### config.mk
export PLATFORM = sky130hd
export DESIGN_NAME = imem_arbiter_flat
export DESIGN_NICKNAME = d
export VERILOG_FILES = /design/src/rtl/imem_arbiter_pkg.sv /design/src/rtl/imem_arbiter_if.sv /design/src/rtl/imem_arbiter.sv /design/src/flat_wrapper.sv
export SDC_FILE = /design/constraint.sdc
export NUM_CORES = 1
export LEC_CHECK = 0
export CAP_MARGIN = 20
export CORE_AREA = 2 2 107 109
export DETAILED_ROUTE_END_ITERATION = 8
export DIE_AREA = 0 0 109 111
export PLACE_DENSITY = 0.64
export SYNTH_ARGS = -nofsm -noshare
export SYNTH_HDL_FRONTEND = slang
export SYNTH_SLANG_ARGS = --single-unit
### constraint.sdc
create_clock -name clk -period 4.4 [get_ports clk]
set_input_delay 0.66 -clock clk [delete_from_list [all_inputs] [get_ports clk]]
set_output_delay 0.66 -clock clk [all_outputs]
set_load 0.01 [all_outputs]
### src/rtl/imem_arbiter_pkg.sv
// Shared definitions for the fetch/load-store memory arbiter: response tags,
// default bus widths and word-addressing constants.
package imem_arbiter_pkg;

   typedef enum logic [1:0] {
      IDLE    = 2'd0,
      RESP_IF = 2'd1,
      RESP_LS = 2'd2
   } resp_tag_t;

   localparam int unsigned ADDR_W_DEF = 32;
   localparam int unsigned DATA_W_DEF = 32;
   localparam int unsigned WORD_SHIFT = 2;
   localparam int unsigned STREAK_W   = 4;

   localparam logic [DATA_W_DEF/8-1:0] BE_ALL = '1;

endpackage

### src/rtl/imem_arbiter_if.sv
// Bundle of the fetch port, load/store port and memory port seen by the arbiter.
// slave = arbiter view; master = CPU stages plus RAM.
interface imem_arbiter_if
   import imem_arbiter_pkg::*;
#(
   parameter int unsigned ADDR_W = ADDR_W_DEF,
   parameter int unsigned DATA_W = DATA_W_DEF
) ();

   logic                       if_req;
   logic [ADDR_W-1:0]          if_addr;
   logic                       if_gnt;
   logic                       if_rvalid;
   logic [DATA_W-1:0]          if_rdata;

   logic                       ls_req;
   logic                       ls_we;
   logic [DATA_W/8-1:0]        ls_be;
   logic [ADDR_W-1:0]          ls_addr;
   logic [DATA_W-1:0]          ls_wdata;
   logic                       ls_gnt;
   logic                       ls_rvalid;
   logic [DATA_W-1:0]          ls_rdata;

   logic                       mem_en;
   logic                       mem_we;
   logic [DATA_W/8-1:0]        mem_be;
   logic [ADDR_W-WORD_SHIFT-1:0] mem_addr;
   logic [DATA_W-1:0]          mem_wdata;
   logic [DATA_W-1:0]          mem_rdata;

   modport slave (
      input  if_req, if_addr,
      input  ls_req, ls_we, ls_be, ls_addr, ls_wdata,
      input  mem_rdata,
      output if_gnt, if_rvalid, if_rdata,
      output ls_gnt, ls_rvalid, ls_rdata,
      output mem_en, mem_we, mem_be, mem_addr, mem_wdata
   );

   modport master (
      output if_req, if_addr,
      output ls_req, ls_we, ls_be, ls_addr, ls_wdata,
      output mem_rdata,
      input  if_gnt, if_rvalid, if_rdata,
      input  ls_gnt, ls_rvalid, ls_rdata,
      input  mem_en, mem_we, mem_be, mem_addr, mem_wdata
   );

endinterface

### src/rtl/imem_arbiter.sv
// Two-port arbiter for a single-port synchronous RAM: load/store wins by default,
// fetch is forced through after STARVE_LIMIT consecutive load/store grants.
module imem_arbiter
   import imem_arbiter_pkg::*;
#(
   parameter int unsigned ADDR_W       = ADDR_W_DEF,
   parameter int unsigned DATA_W       = DATA_W_DEF,
   parameter int unsigned STARVE_LIMIT = 4
) (
   input logic            clk,
   input logic            rst,
   imem_arbiter_if.slave  bus
);

   localparam int unsigned         BE_W  = DATA_W / 8;
   localparam logic [STREAK_W-1:0] LIMIT = STREAK_W'(STARVE_LIMIT);

   resp_tag_t             tag_q, tag_d;
   logic [STREAK_W-1:0]   streak_q, streak_d;
   logic                  we_q, we_d;

   logic                  if_win;
   logic                  if_gnt;
   logic                  ls_gnt;

   // Address LSBs are deliberately ignored: all accesses are whole words.
   logic                  unused_addr_lsbs;
   assign unused_addr_lsbs = ^{bus.if_addr[WORD_SHIFT-1:0], bus.ls_addr[WORD_SHIFT-1:0]};

   // Grant: purely combinational from request lines and the streak counter.
   always_comb begin
      if_win = bus.if_req && (streak_q == LIMIT);
      ls_gnt = !rst && bus.ls_req && !if_win;
      if_gnt = !rst && bus.if_req && !ls_gnt;
   end

   always_comb begin
      streak_d = streak_q;
      if (if_gnt || !bus.if_req) begin
         streak_d = '0;
      end else if (ls_gnt && (streak_q < LIMIT)) begin
         streak_d = streak_q + STREAK_W'(1);
      end
   end

   always_comb begin
      tag_d = IDLE;
      if (if_gnt) begin
         tag_d = RESP_IF;
      end else if (ls_gnt) begin
         tag_d = RESP_LS;
      end
      we_d = ls_gnt && bus.ls_we;
   end

   always_ff @(posedge clk) begin
      if (rst) begin
         tag_q    <= IDLE;
         streak_q <= '0;
         we_q     <= 1'b0;
      end else begin
         tag_q    <= tag_d;
         streak_q <= streak_d;
         we_q     <= we_d;
      end
   end

   // Memory port: steered from whichever requester holds the grant, zero otherwise.
   always_comb begin
      bus.mem_en    = if_gnt || ls_gnt;
      bus.mem_we    = 1'b0;
      bus.mem_be    = '0;
      bus.mem_addr  = '0;
      bus.mem_wdata = '0;
      if (ls_gnt) begin
         bus.mem_we   = bus.ls_we;
         bus.mem_be   = bus.ls_we ? bus.ls_be : {BE_W{1'b1}};
         bus.mem_addr = bus.ls_addr[ADDR_W-1:WORD_SHIFT];
         if (bus.ls_we) begin
            bus.mem_wdata = bus.ls_wdata;
         end
      end else if (if_gnt) begin
         bus.mem_be   = {BE_W{1'b1}};
         bus.mem_addr = bus.if_addr[ADDR_W-1:WORD_SHIFT];
      end
   end

   // Responses: a reset in the cycle after a grant suppresses the in-flight rvalid.
   always_comb begin
      bus.if_gnt    = if_gnt;
      bus.ls_gnt    = ls_gnt;
      bus.if_rvalid = !rst && (tag_q == RESP_IF);
      bus.ls_rvalid = !rst && (tag_q == RESP_LS);
      bus.if_rdata  = '0;
      bus.ls_rdata  = '0;
      if (bus.if_rvalid) begin
         bus.if_rdata = bus.mem_rdata;
      end
      if (bus.ls_rvalid && !we_q) begin
         bus.ls_rdata = bus.mem_rdata;
      end
   end

   a_gnt_onehot : assert property (@(posedge clk) !(bus.if_gnt && bus.ls_gnt));
   a_streak_max : assert property (@(posedge clk) streak_q <= LIMIT);

endmodule
### src/flat_wrapper.sv
// flat-port wrapper written by rule: the top's interface ports become plain ports
module imem_arbiter_flat import imem_arbiter_pkg::*;
#(
   parameter int unsigned ADDR_W       = ADDR_W_DEF,
   parameter int unsigned DATA_W       = DATA_W_DEF,
   parameter int unsigned STARVE_LIMIT = 4
)
  (clk, rst, bus_if_req, bus_if_addr, bus_ls_req, bus_ls_we, bus_ls_be, bus_ls_addr, bus_ls_wdata, bus_mem_rdata, bus_if_gnt, bus_if_rvalid, bus_if_rdata, bus_ls_gnt, bus_ls_rvalid, bus_ls_rdata, bus_mem_en, bus_mem_we, bus_mem_be, bus_mem_addr, bus_mem_wdata);
  imem_arbiter_if #(.ADDR_W(ADDR_W), .DATA_W(DATA_W)) bus_i ();
  input logic clk;
  input logic rst;
  input wire logic [$bits(bus_i.if_req)-1:0] bus_if_req;
  input wire logic [$bits(bus_i.if_addr)-1:0] bus_if_addr;
  input wire logic [$bits(bus_i.ls_req)-1:0] bus_ls_req;
  input wire logic [$bits(bus_i.ls_we)-1:0] bus_ls_we;
  input wire logic [$bits(bus_i.ls_be)-1:0] bus_ls_be;
  input wire logic [$bits(bus_i.ls_addr)-1:0] bus_ls_addr;
  input wire logic [$bits(bus_i.ls_wdata)-1:0] bus_ls_wdata;
  input wire logic [$bits(bus_i.mem_rdata)-1:0] bus_mem_rdata;
  output wire logic [$bits(bus_i.if_gnt)-1:0] bus_if_gnt;
  output wire logic [$bits(bus_i.if_rvalid)-1:0] bus_if_rvalid;
  output wire logic [$bits(bus_i.if_rdata)-1:0] bus_if_rdata;
  output wire logic [$bits(bus_i.ls_gnt)-1:0] bus_ls_gnt;
  output wire logic [$bits(bus_i.ls_rvalid)-1:0] bus_ls_rvalid;
  output wire logic [$bits(bus_i.ls_rdata)-1:0] bus_ls_rdata;
  output wire logic [$bits(bus_i.mem_en)-1:0] bus_mem_en;
  output wire logic [$bits(bus_i.mem_we)-1:0] bus_mem_we;
  output wire logic [$bits(bus_i.mem_be)-1:0] bus_mem_be;
  output wire logic [$bits(bus_i.mem_addr)-1:0] bus_mem_addr;
  output wire logic [$bits(bus_i.mem_wdata)-1:0] bus_mem_wdata;
  assign bus_i.if_req = bus_if_req;
  assign bus_i.if_addr = bus_if_addr;
  assign bus_i.ls_req = bus_ls_req;
  assign bus_i.ls_we = bus_ls_we;
  assign bus_i.ls_be = bus_ls_be;
  assign bus_i.ls_addr = bus_ls_addr;
  assign bus_i.ls_wdata = bus_ls_wdata;
  assign bus_i.mem_rdata = bus_mem_rdata;
  assign bus_if_gnt = bus_i.if_gnt;
  assign bus_if_rvalid = bus_i.if_rvalid;
  assign bus_if_rdata = bus_i.if_rdata;
  assign bus_ls_gnt = bus_i.ls_gnt;
  assign bus_ls_rvalid = bus_i.ls_rvalid;
  assign bus_ls_rdata = bus_i.ls_rdata;
  assign bus_mem_en = bus_i.mem_en;
  assign bus_mem_we = bus_i.mem_we;
  assign bus_mem_be = bus_i.mem_be;
  assign bus_mem_addr = bus_i.mem_addr;
  assign bus_mem_wdata = bus_i.mem_wdata;
  imem_arbiter #(.ADDR_W(ADDR_W), .DATA_W(DATA_W), .STARVE_LIMIT(STARVE_LIMIT)) u_core (.clk(clk), .rst(rst), .bus(bus_i));
endmodule
==> impl_metrics.yaml <==
critical_path:
  start_kind: "input port"
  path_max_fanout: 33
  worstSetupPathType: "input port to output port"
  reg2reg_slack_ns: 2.93
  worstPathArrival_ns: 2.72
  critPathCaptureType: "output port"
  cp.required_ns: 3.74
floorplanning:
  die_area_um2: 12100
  io_pins: 273
  start_util_pct: 12.0
  rows: 39
  die_h_um: 111
  die_w_um: 109
  core_area_um2: 11100
detailed_routing:
  ant_nets: 0
  postRouteWirelength_mm: 7.58
  drc: 0
  drtIter0Drc: 89
  vias_per_cell: 3.99
  wl_per_cell_um: 13.0
  dr.pass1.iters: 4
  route.vias.total: 2331
grt:
  globalRouteMet2Util_pct: 21.7
  top_usage_layer: "met2"
  use_met1_pct: 11.3
  grt_pass1_wl_mm: 10.8
  antenna_found_initial: 0
  grt_start_max_net_pins: 35
  overflow: 0
  grt_pass1_vias: 2181
  grt_use_total_pct: 11.0
  grtUsageMet3_pct: 3.29
finish:
  antenna_cells: 0
  nNetsFinal: 581
  fill_cells: 1156
  area_growth_pct: 216
  drive_gt1_share_pct: 2.95
sta:
  skew_ns: 0.00219
  fmax_ghz: 0.296
  slew-limit-headroom_pct: 75.2
  setup_viol: 0
  layout_setup_ws_ns: 1.02
  slew_viol_final: 0
  fin_crit_sh_pct: 76.9
  rsz0062_at_grt: "no"
  fin_crit_ns: 3.38
  hold_viol: 0
  fin_tns_setup_ns: 0
  worstMarginPinSlew_ns: 0.371
synth:
  syn_area_um2: 1330
  ys.flop_type: "dfxtp_1"
  synth_most_common_cell: "and2_1"
  synth.avg_cell_area_um2: 7.34
  synth_nets: 320
  synth.top_cell.area_share_pct: 46.1
  ys_types: 25
  ys_seq_elements: 7
  async_reset_ff_share_pct: 0
  synth.area.top_cells: "and2_1, a22o_1, dfxtp_1"
  netlist_top_cells_count: "and2_1, a22o_1, dfxtp_1, clkbuf_1"
  ys_seq_area_share_pct: 10.5
  yosys_warnings: 0
  synth-edff-count: 0
  synth.largest_area_cell: "and2_1"
  syn-instance-count: 181
cts:
  clkTransAtPathRegs_ns: 0.03
  cts_buffers: 3
  ctsHtreeMaxLevel: 1
  clock_sinks: 7
  cts_tree: "built"
  clk-insertion-delay-late_ns: 0.23
  clock-root-buffer: "clkbuf_16"
  ctsResizeCount: 0
  cts_setup_buffers: 0
  clock_path_buffers: 2
  cts_hold_buf: 0
outcome:
  status: "finished clean"
placement:
  pre_cts_slack_ns: 0.977
  port_buffers: 268
  dpl.hpwl_mm: 6.49
  place.gp.congestion: 0.784
power_and_ir_drop:
  vdd_drop_max_v: 0.000103
  p_leak_nw: 1.62
  pwr_density_cell_nw_per_um2: 119
hold_path:
  hold_path.class: "flip-flop to flip-flop"
flow_run:
  max_cap_violations: 0
[critical path, stage by stage]
cell             delay (ns)
clkdlybuf4s50_1        0.54
nor2b_2                0.21
nand3_1                0.22
inv_2                  0.36
and2_1                 0.19
clkdlybuf4s50_1        0.54
[cells by family (layout without fill, tap and decap cells)]
kind of cell / after synthesis / after routing / share of synthesized area (%)
xor+xnor: 1 / 1 / 0.659
flops: 7 / 7 / 10.5
simple gates: 113 / 113 / 54.0
compound gates: 37 / 37 / 23.5
mux: 1 / 1 / 0.847
buf+inv: 20 / 280 / 8.47
fa+ha+maj: 2 / 2 / 1.88
[final timing paths]
check / startpoint / end / depth (start not counted)
worst max-delay path: bus_ls_req / bus_mem_wdata[10] / 6
worst min-delay path: u_core.streak_q[3] / u_core.streak_q[3] / 1
worst max register to register: u_core.streak_q[0] / u_core.streak_q[1] / 6
worst min register to register: u_core.streak_q[3] / u_core.streak_q[3] / 1
[per-stage QoR]
stage                     power [W]  utilization (%)  hold WS [ns]  cells  instance area (um^2)
after floorplan            0.000144                -         0.490    181                  1330
after global placement     0.000347             37.3         0.512    580                  4130
after detailed placement   0.000350             37.3         0.522    580                  4130
after CTS                  0.000507             38.0         0.532    584                  4210
after global routing       0.000525             38.0         0.555    584                  4210
final                      0.000501             38.0         0.535    584                  4210
[state kept, by name, summed over array words and instances (netlist names)]
register / count
u_core.we_q: 1
u_core.streak_q: 4
u_core.tag_q: 2
[metal layers]
| layer | wire (um) | part of all wire (%) |
|---|---|---|
| met2 | 3930 | 52 |
| met4 | 43 | 0.57 |
| met5 | 0 | 0 |
| met1 | 2710 | 36 |
| met3 | 900 | 12 |
[placed cells by master (no fill, tap or decap), drive strengths merged]
cell           synthesis  final
a21oi                  2      2
o211a                  1      1
clkbuf                 8      4
nand3                  1      1
a22o                  30     30
nor3b                  2      2
o21a                   4      4
dfxtp                  7      7
nand2b                 1      1
and3                   3      3
mux2                   1      1
clkdlybuf4s50          0    268
ha                     2      2
nand3b                 1      1
xnor2                  1      1
buf                    8      4
and2                  98     98
nor2b                  2      2
nor2                   3      3
and2b                  1      1
nand4b                 1      1
inv                    4      4
[area by class of cell]
class | count | area (um^2) | share of cell area (%)
timing repair buffer | 272 | 2710 | 64.5
multi-input combinational | 154 | 1080 | 25.7
tap | 143 | 179 | 4.25
sequential | 7 | 140 | 3.33
clock buffer | 4 | 78.8 | 1.87
inverter | 4 | 15.0 | 0.357
[where the power goes]
| group | switching, W | total [W] | internal (W) |
|---|---|---|---|
| Clock | 0.0000335 | 0.000154 | 0.000120 |
| Combinational | 0.0000857 | 0.000281 | 0.000195 |
| Sequential | 0.000000857 | 0.0000664 | 0.0000656 |
| Total | 0.000120 | 0.000501 | 0.000381 |
Power figures use the tool's default switching activity.
